===== config.mk =====
export PLATFORM = sky130hd
export DESIGN_NAME = bcd_convert
export DESIGN_NICKNAME = d
export VERILOG_FILES = /design/src/rtl/bcd_convert.sv
export SDC_FILE = /design/constraint.sdc
export NUM_CORES = 1
export LEC_CHECK = 0
export BUFFER_PORTS_ARGS = -buffer_cell sky130_fd_sc_hd__buf_2
export CAP_MARGIN = 20
export CORE_MARGIN = 1.5
export CORE_UTILIZATION = 45
export DETAILED_ROUTE_END_ITERATION = 16
export PLACE_DENSITY = 0.64
export SYNTH_ARGS = -nofsm -noshare
export SYNTH_HDL_FRONTEND = slang
export SYNTH_SLANG_ARGS = --single-unit

===== constraint.sdc =====
create_clock -name clk -period 3.5 [get_ports clk]
set_clock_uncertainty 0.05 [all_clocks]
set_input_delay 0.7 -clock clk [delete_from_list [all_inputs] [get_ports clk]]
set_output_delay 0.7 -clock clk [all_outputs]
set_load 0.02 [all_outputs]

===== src/rtl/bcd_convert.sv =====
// Sequential binary-to-BCD converter (double-dabble, one bit per clock) with sign handling.
// Latency: WIDTH+1 clocks from accepted start to done pulse with updated digits.
// Backpressure: start is ignored while busy; a held start re-triggers every WIDTH+2 clocks.
module bcd_convert #(
   parameter int WIDTH = 8   // legal 4..13 so the magnitude never exceeds 9999
) (
   input  logic             clk,
   input  logic             rst,          // asynchronous, active-low
   input  logic             start,
   input  logic             signed_mode,
   input  logic [WIDTH-1:0] value,
   output logic             busy,
   output logic             done,
   output logic             sinal,
   output logic [3:0]       d0,
   output logic [3:0]       d1,
   output logic [3:0]       d2,
   output logic [3:0]       d3
);

   localparam int CW = $clog2(WIDTH + 1);

   localparam logic [1:0] S_IDLE  = 2'd0;
   localparam logic [1:0] S_SHIFT = 2'd1;
   localparam logic [1:0] S_DONE  = 2'd2;

   logic [1:0]       state_q,  state_d;
   logic             neg_q,    neg_d;      // sign latched at start
   logic             mag_nz_q, mag_nz_d;   // original magnitude was non-zero
   logic [WIDTH-1:0] mag_q,    mag_d;      // magnitude shift register
   logic [15:0]      acc_q,    acc_d;      // four-digit BCD accumulator
   logic [CW-1:0]    cnt_q,    cnt_d;      // bits still to shift in
   logic [15:0]      dig_q,    dig_d;      // displayed digits {d3,d2,d1,d0}
   logic             sinal_q,  sinal_d;
   logic             done_q,   done_d;

   logic [15:0]      acc_adj;
   logic             start_neg;

   // Add-3 correction: any nibble of 5 or more would exceed 9 after the doubling shift.
   always_comb begin
      acc_adj = acc_q;
      for (int i = 0; i < 4; i++) begin
         if (acc_q[4*i +: 4] >= 4'd5) begin
            acc_adj[4*i +: 4] = acc_q[4*i +: 4] + 4'd3;
         end
      end
   end

   assign start_neg = signed_mode & value[WIDTH-1];

   // Next-state logic for the IDLE -> SHIFT -> DONE sequence and all datapath registers.
   always_comb begin
      state_d  = state_q;
      neg_d    = neg_q;
      mag_nz_d = mag_nz_q;
      mag_d    = mag_q;
      acc_d    = acc_q;
      cnt_d    = cnt_q;
      dig_d    = dig_q;
      sinal_d  = sinal_q;
      done_d   = 1'b0;

      case (state_q)
         S_IDLE: begin
            if (start) begin
               state_d  = S_SHIFT;
               neg_d    = start_neg;
               // -2^(WIDTH-1) negates to 2^(WIDTH-1), which still fits unsigned in WIDTH bits.
               mag_d    = start_neg ? (~value + WIDTH'(1)) : value;
               mag_nz_d = |value;
               acc_d    = '0;
               cnt_d    = CW'(WIDTH);
            end
         end

         S_SHIFT: begin
            // {acc, mag} shifts left as one register; mag's MSB feeds the units digit.
            acc_d = {acc_adj[14:0], mag_q[WIDTH-1]};
            mag_d = {mag_q[WIDTH-2:0], 1'b0};
            cnt_d = cnt_q - CW'(1);
            if (cnt_q == CW'(1)) begin
               state_d = S_DONE;
            end
         end

         S_DONE: begin
            state_d = S_IDLE;
            dig_d   = acc_q;
            // Negative zero cannot arise from two's complement, but never show "-0".
            sinal_d = neg_q & mag_nz_q;
            done_d  = 1'b1;
         end

         default: begin
            state_d = S_IDLE;
         end
      endcase
   end

   // State and datapath registers; reset aborts any conversion and clears the display.
   always_ff @(posedge clk or negedge rst) begin
      if (!rst) begin
         state_q  <= S_IDLE;
         neg_q    <= 1'b0;
         mag_nz_q <= 1'b0;
         mag_q    <= '0;
         acc_q    <= '0;
         cnt_q    <= '0;
         dig_q    <= '0;
         sinal_q  <= 1'b0;
         done_q   <= 1'b0;
      end else begin
         state_q  <= state_d;
         neg_q    <= neg_d;
         mag_nz_q <= mag_nz_d;
         mag_q    <= mag_d;
         acc_q    <= acc_d;
         cnt_q    <= cnt_d;
         dig_q    <= dig_d;
         sinal_q  <= sinal_d;
         done_q   <= done_d;
      end
   end

   // busy drops on the same edge that publishes the result, so the done cycle is already IDLE.
   assign busy  = (state_q != S_IDLE);
   assign done  = done_q;
   assign sinal = sinal_q;
   assign d0    = dig_q[3:0];
   assign d1    = dig_q[7:4];
   assign d2    = dig_q[11:8];
   assign d3    = dig_q[15:12];

endmodule


==> run_results.csv, run 1 <==
group,metric,value,unit
global_route,grt_pass1_wl,7460,um
synth,synth.distinct_cells,33,
placement,io_buffers,30,
detailed_routing,drt_iter0_drc,65,
die,ios,31,
clocking,cts_resized,0,
worst_setup_path,rr_endpoint,"mag_q[7]",
worst_setup_path,r2r_start,"state_q[1]",
finish,nets,270,
sta,rsz0062_at_grt,"false",
global_route,antenna_found_initial,0,
die,start_util,0.464,
worst_setup_path,critPathKind,"register to register",
sta,finalCriticalPeriod,2.00,ns
placement,dp_hpwl,2960,um
sta,fin_crit_sh,0.571,
synth,async_reset_ff_frac,1.00,
power,clkPwrFrac,0.167,
worst_setup_path,path_max_fanout,20,
clocking,clk_path_buf_depth,2,
detailed_routing,drc_errors,0,
clocking,cts_tree,"done",
clocking,clk_latency,0.30,ns
worst_setup_path,critPathMaxStageDelay,0.66,ns
global_route,grt_pass1_vias,1659,
sta,max_clock_freq,0.500,GHz
finish,fin_cells,317,
detailed_routing,ant_nets,0,
worst_setup_path,start_kind,"register",
clocking,cts_buffers,5,
power,p_per_area,921,mW/mm^2
synth,yosysWarnings,0,
power,power_frac_seq,0.402,
finish,num_antenna_cells,0,
sta,finalHoldViolations,0,
power,comb_power_share,0.431,
flow_run,drv_cap,0,
die,die_h,75.6,um
detailed_routing,wl_per_cell,13.3,um
clocking,cts_root_buf,"clkbuf_8",
detailed_routing,viasPerCell,5.17,
placement,preCtsSetupSlack,1.40,ns
finish,syn_to_final_growth,12.7,%
worst_setup_path,r2r_slack,1.50,ns
worst_setup_path,crit_path_start,"state_q[1]",
run_status,outcome,"completed",
detailed_routing,vias,1640,
sta,maxSlewViolCount,0,
detailed_routing,drt-total-wl,4210,um
power,sw_frac_of_total,0.390,
worst_setup_path,crit_arrival,2.14,ns
synth,ys_seq_elements,50,
die,core_region_area,0.00511,mm^2
sta,finalSetupViolations,0,
global_route,grt_max_degree,38,
sta,relSlewSlack,0.442,
global_route,grt-ovfl-total,0,
die,dieArea,0.00572,mm^2
min_path,hold_path.class,"input pin to async pin",
sta,finalWorstSetupSlack,1.50,ns
worst_setup_path,cp-end-kind,"register",
synth,syn_area_per_cell,10.8,um^2
worst_setup_path,cp_slowest_cell,"and2b_1",
power,total_switching_power,0.960,mW
synth,synth_fp_nets,242,
die,fp.dieW,75.6,um
power,peakVddDrop,313,uV
placement,dp.cells,310,
worst_setup_path,crit_buf_inv,0,
worst_setup_path,reg2reg_depth,3,
synth,ys_seq_area_frac,0.527,
synth,syn_area,0.00237,mm^2
worst_setup_path,crit_chain,"and2b_1, nor2_1, a221o_1",
worst_setup_path,cp.required,3.64,ns
finish,n_fill_cell,513,
finish,drive_above_1_share,0.206,
placement,routabilityCongestion,0.759,
clocking,cts_setup_buffers,0,
clocking,hold_buffers,0,
sta,worstMarginPinSlew,0.835,ns
sta,setup_tns,0,ns
clocking,path_clk_slew,0.09,ns
synth,ys.flop_type,"dfrtp_1",
detailed_routing,dr.pass1.iters,4,
worst_setup_path,path_depth,3,
worst_setup_path,cp-endpoint,"mag_q[7]",
global_route,track_usage,0.175,
power,leakagePower,1.27,nW
clocking,clock-sinks,50,
synth,synth_cells,219,
synth,synth_edf_count,0,
die,rows,26,
worst_setup_path,crit_family,"simple AND/OR/NAND/NOR gates",
power,p_int,1.50,mW
clocking,cts-htree-levels,2,
cells in the final DEF, fill, tap and decap left out, types with 4 or more instances in the layout:
master / n
a21oi_1: 7
nand2_1: 22
xnor2_1: 9
a22oi_1: 6
mux2_2: 10
dfrtp_1: 50
o22ai_1: 4
inv_1: 13
nor3_1: 5
nor2_1: 4
ha_1: 11
clkbuf_8: 6
o21ai_0: 27
buf_2: 30
nand2b_1: 6
o31ai_1: 5
a32o_1: 4
cell usage after synthesis (6+ instances only):
cell / instances / area share
a21oi_1: 7 / 0.015
a22oi_1: 6 / 0.019
buf_2: 6 / 0.013
dfrtp_1: 50 / 0.53
ha_1: 11 / 0.058
inv_1: 13 / 0.021
mux2_2: 10 / 0.047
nand2_1: 22 / 0.035
nand2b_1: 6 / 0.016
o21ai_0: 27 / 0.057
xnor2_1: 9 / 0.033
cell type report:
cell class / count / area (um^2) / share of cell area
Clock inverter: 1 / 30.0 / 0.0112
Sequential cell: 50 / 1250 / 0.468
Clock buffer: 6 / 82.6 / 0.0309
Multi-Input combinational cell: 145 / 1010 / 0.377
Tap cell: 70 / 87.6 / 0.0328
Inverter: 13 / 48.8 / 0.0182
Timing Repair Buffer: 32 / 165 / 0.0618
power by group through the flow:
| stage | Clock [mW] | Combinational, mW | Sequential, mW |
|---|---|---|---|
| 3_5_place_dp | 0 | 1.07 | 1.00 |
| 5_1_grt | 0.444 | 1.23 | 1.03 |
| 6_report | 0.411 | 1.06 | 0.991 |
| 2_1_floorplan | 0 | 0.753 | 1.07 |
| 4_1_cts | 0.423 | 1.08 | 0.993 |
| 3_3_place_gp | 0 | 1.04 | 1.00 |
kinds of logic (layout without fill, tap and decap cells):
group / Yosys count / count (layout) / share of synthesized area
AOI/OAI and AO/OA: 62 / 62 / 0.165
xor gates and xnor gates: 12 / 12 / 0.0443
adders and majority gates: 11 / 11 / 0.0580
buffers and inverters: 24 / 52 / 0.0475
DFF: 50 / 50 / 0.527
muxes: 13 / 13 / 0.0601
and+or+nand+nor: 47 / 47 / 0.0976
registers in the layout (all words and copies together) (netlist names):
register	count
state_q	2
dig_q	16
mag_nz_q	1
acc_q	16
cnt_q	4
done	1
neg_q	1
sinal	1
mag_q	8
metrics by stage:
| step | utilization | total power [mW] | hold WS [ns] | instance area (um^2) |
|---|---|---|---|---|
| floorplan | - | 1.82 | 0.354 | 2370 |
| global placement | 0.501 | 2.04 | 0.406 | 2560 |
| detailed placement | 0.501 | 2.07 | 0.415 | 2560 |
| CTS | 0.524 | 2.49 | 0.436 | 2670 |
| global route | 0.524 | 2.71 | 0.459 | 2670 |
| finish | 0.524 | 2.46 | 0.430 | 2670 |
layer usage:
metal,track usage,wire length (um),vias to the layer above
met1,0.214,2030,775
met3,0.0437,133,7
met2,0.300,1990,35
met5,0,0,-
li1,-,-,823
met4,0.0595,57,0
worst register-to-register path, cell delays in order, from the launching register on:
cell	delay [ns]
dfrtp_1	0.43
and2b_1	0.66
nor2_1	0.38
a221o_1	0.37
worst min-delay path by stage:
| stage | from | cells after the start | slack (ns) | end |
|---|---|---|---|---|
| finish | rst | 1 | 0.43 | dig_q[7] |
| global route | dig_q[1] | 2 | 0.46 | dig_q[1] |
| CTS | dig_q[4] | 2 | 0.44 | dig_q[4] |
| detailed placement | dig_q[4] | 2 | 0.41 | dig_q[4] |
| global placement | dig_q[4] | 2 | 0.41 | dig_q[4] |
| floorplan | rst | 0 | 0.35 | acc_q[0] |
No activity file was read; power rests on OpenSTA's default activity.
==> inputs of run 2 (changes only) <==
Settings changed: ABC_AREA set to 1.
Clock period 3.5 ns to 2.08 ns, I/O delays scaled along.
==> run 2 against run 1 <==
First-iteration DRC count up 120%; global-route usage down 0.32 points; area after synthesis up 3.7%; design area up 3.7%; via count up 20%; clock-buffer cell count down 1; die area up 3.6%; flip-flop and latch count unchanged; hold slack worse by 0.40 ns; cell count up 27%; wire length up 8.0%; critical path depth unchanged; largest cell class unchanged.
==> run_results.csv, run 2 <==
group,metric,value,unit
synth,synthTopCellsByCount,"92 x nand2_1, 50 x dfrtp_1, 41 x o21ai_0",
power,p_per_area,1420,mW/mm^2
worst_setup_path,path_max_fanout,3,
synth,synth.distinct_cells,19,
die,ios,31,
finish,drive_above_1_share,0.141,
clocking,hold_buffers,0,
synth,ys_seq_area_frac,0.508,
synth,async_reset_ff_frac,1.00,
worst_setup_path,critPathKind,"register to output port",
sta,relSlewSlack,0.702,
synth,syn_area_per_cell,8.20,um^2
detailed_routing,drt-total-wl,4550,um
finish,nets,357,
clocking,cts_resized,0,
sta,fin_crit_sh,0.731,
synth,synth.most_common_cell,"nand2_1",
finish,reg_top3,"acc_q x16, dig_q x16, mag_q x8",
placement,io_buffers,30,
sta,maxSlewViolCount,0,
detailed_routing,drc_errors,0,
die,dieArea,0.00592,mm^2
clocking,cts_buffers,5,
clocking,clk_latency,0.30,ns
placement,routabilityCongestion,0.780,
worst_setup_path,crit_arrival,1.05,ns
clocking,cts_root_buf,"clkbuf_8",
sta,finalSetupViolations,0,
worst_setup_path,crit_family,"flip-flops",
sta,worstMarginPinSlew,0.447,ns
worst_setup_path,cp.required,1.61,ns
finish,finalInstanceArea,0.00277,mm^2
clocking,cts-htree-levels,2,
placement,dp_hpwl,3280,um
synth,yosys.area_share.simple,0.230,
worst_setup_path,crit_buf_inv,2,
clocking,clock-sinks,50,
synth,netlist.area_leader.share,0.508,
die,rows,26,
detailed_routing,wl_per_cell,11.3,um
placement,preCtsSetupSlack,0.656,ns
global_route,grt_max_degree,51,
synth,synth_cells,300,
clocking,cts_setup_buffers,0,
global_route,grt_pass1_wl,8040,um
flow_run,drv_cap,0,
sta,finalWorstSetupSlack,0.560,ns
worst_setup_path,r2r_start,"acc_q[0]",
synth,synth_top_cells_by_area,"dfrtp_1 51%, nand2_1 14%, o21ai_0 8.3%, ha_1 5.6%, inv_1 4.9%",
finish,n_fill_cell,512,
detailed_routing,dr.pass1.iters,4,
detailed_routing,drt_iter0_drc,146,
clocking,cts_tree,"done",
sta,setup_tns,0,ns
synth,synth_xor_area_frac,0,
global_route,track_usage,0.171,
die,core_region_area,0.00520,mm^2
finish,final_cell_mix,"92 x nand2_1, 50 x dfrtp_1, 41 x o21ai_0",
sta,finalHoldViolations,0,
sta,rsz0062_at_grt,"false",
die,fp.dieW,77.0,um
detailed_routing,vias,1969,
worst_setup_path,cp-endpoint,"busy",
run_status,outcome,"completed",
detailed_routing,viasPerCell,4.87,
synth,synth_fp_nets,323,
worst_setup_path,cp-end-kind,"output port",
min_path,hold_path.class,"input pin to async pin",
die,die_h,77.0,um
placement,place_area,0.00269,mm^2
synth,synthMuxAreaShare,0,
worst_setup_path,critPathMaxStageDelay,0.43,ns
synth,synthAdderAreaFrac,0.0559,
finish,num_antenna_cells,0,
synth,synth_compound_area_frac,0.133,
finish,syn_to_final_growth,12.7,%
synth,ys.flop_type,"dfrtp_1",
die,start_util,0.473,
worst_setup_path,crit_path_start,"state_q[0]",
synth,synth_edf_count,0,
synth,yosysWarnings,0,
finish,final_common_cell,"nand2_1",
clocking,clk_path_buf_depth,2,
power,leakagePower,1.45,nW
worst_setup_path,r2r_slack,0.64,ns
worst_setup_path,start_kind,"register",
global_route,grt-ovfl-total,0,
sta,finalCriticalPeriod,1.52,ns
worst_setup_path,path_depth,3,
worst_setup_path,rr_endpoint,"acc_q[1]",
worst_setup_path,cp_slowest_cell,"dfrtp_1",
clocking,path_clk_slew,0.09,ns
global_route,antenna_found_initial,0,
synth,ys_seq_elements,50,
synth,syn_area,0.00246,mm^2
sta,max_clock_freq,0.658,GHz
synth,yosysTopAreaCell,"dfrtp_1",
detailed_routing,ant_nets,0,
worst_setup_path,crit_chain,"inv_2, nand2_1, buf_2",
worst_setup_path,reg2reg_depth,8,
global_route,grt_pass1_vias,1829,
synth,synth_top_family_by_area,"simple AND/OR/NAND/NOR gates",
power,peakVddDrop,419,uV
[run 2: kinds of logic (layout without fill, tap and decap cells)]
group | count (synthesis) | count (layout)
adders and majority gates | 11 | 11
DFF | 50 | 50
AOI/OAI and AO/OA | 60 | 60
and+or+nand+nor | 137 | 137
buffers and inverters | 42 | 76
[run 2: stage by stage]
step,std cells,utilization,total power [mW],hold WS [ns]
floorplan,300,-,2.97,0.0704
global placement,397,0.518,3.40,0.375
detailed placement,397,0.518,3.45,0.376
CTS,404,0.533,3.99,0.0419
global route,404,0.533,4.33,0.0491
finish,404,0.533,3.94,0.0277
[run 2: layout make-up]
cell class,count,area [um^2],area share
sequential,50,1250,0.451
timing repair buffer,34,193,0.0695
clock inverter,2,10.0,0.00361
inverter,35,131,0.0474
tap,70,87.6,0.0316
clock buffer,5,68.8,0.0248
multi-input combinational,208,1030,0.372
[run 2: power breakdown]
part	switching (mW)	total (mW)	internal (mW)
clock	0.308	0.534	0.226
combinational	1.10	1.73	0.625
sequential	0.292	1.68	1.38
[run 2: worst min-delay path by stage]
stage               startpoint   endpoint  slack, ns  depth (start not counted)
detailed placement         rst   dig_q[3]       0.38                          2
global route               rst  acc_q[11]       0.05                          2
global placement           rst   dig_q[2]       0.38                          2
CTS                        rst   dig_q[7]       0.04                          2
finish                     rst   dig_q[3]       0.03                          2
floorplan                  rst   acc_q[0]       0.07                          0
[run 2: layer usage]
metal / GRT usage / vias to the layer above / wire length [um]
met3: 0.0440 / 7 / 179
met5: 0 / - / 0
met4: 0.0685 / 0 / 80
li1: - / 1037 / -
met2: 0.281 / 38 / 2050
met1: 0.216 / 887 / 2240
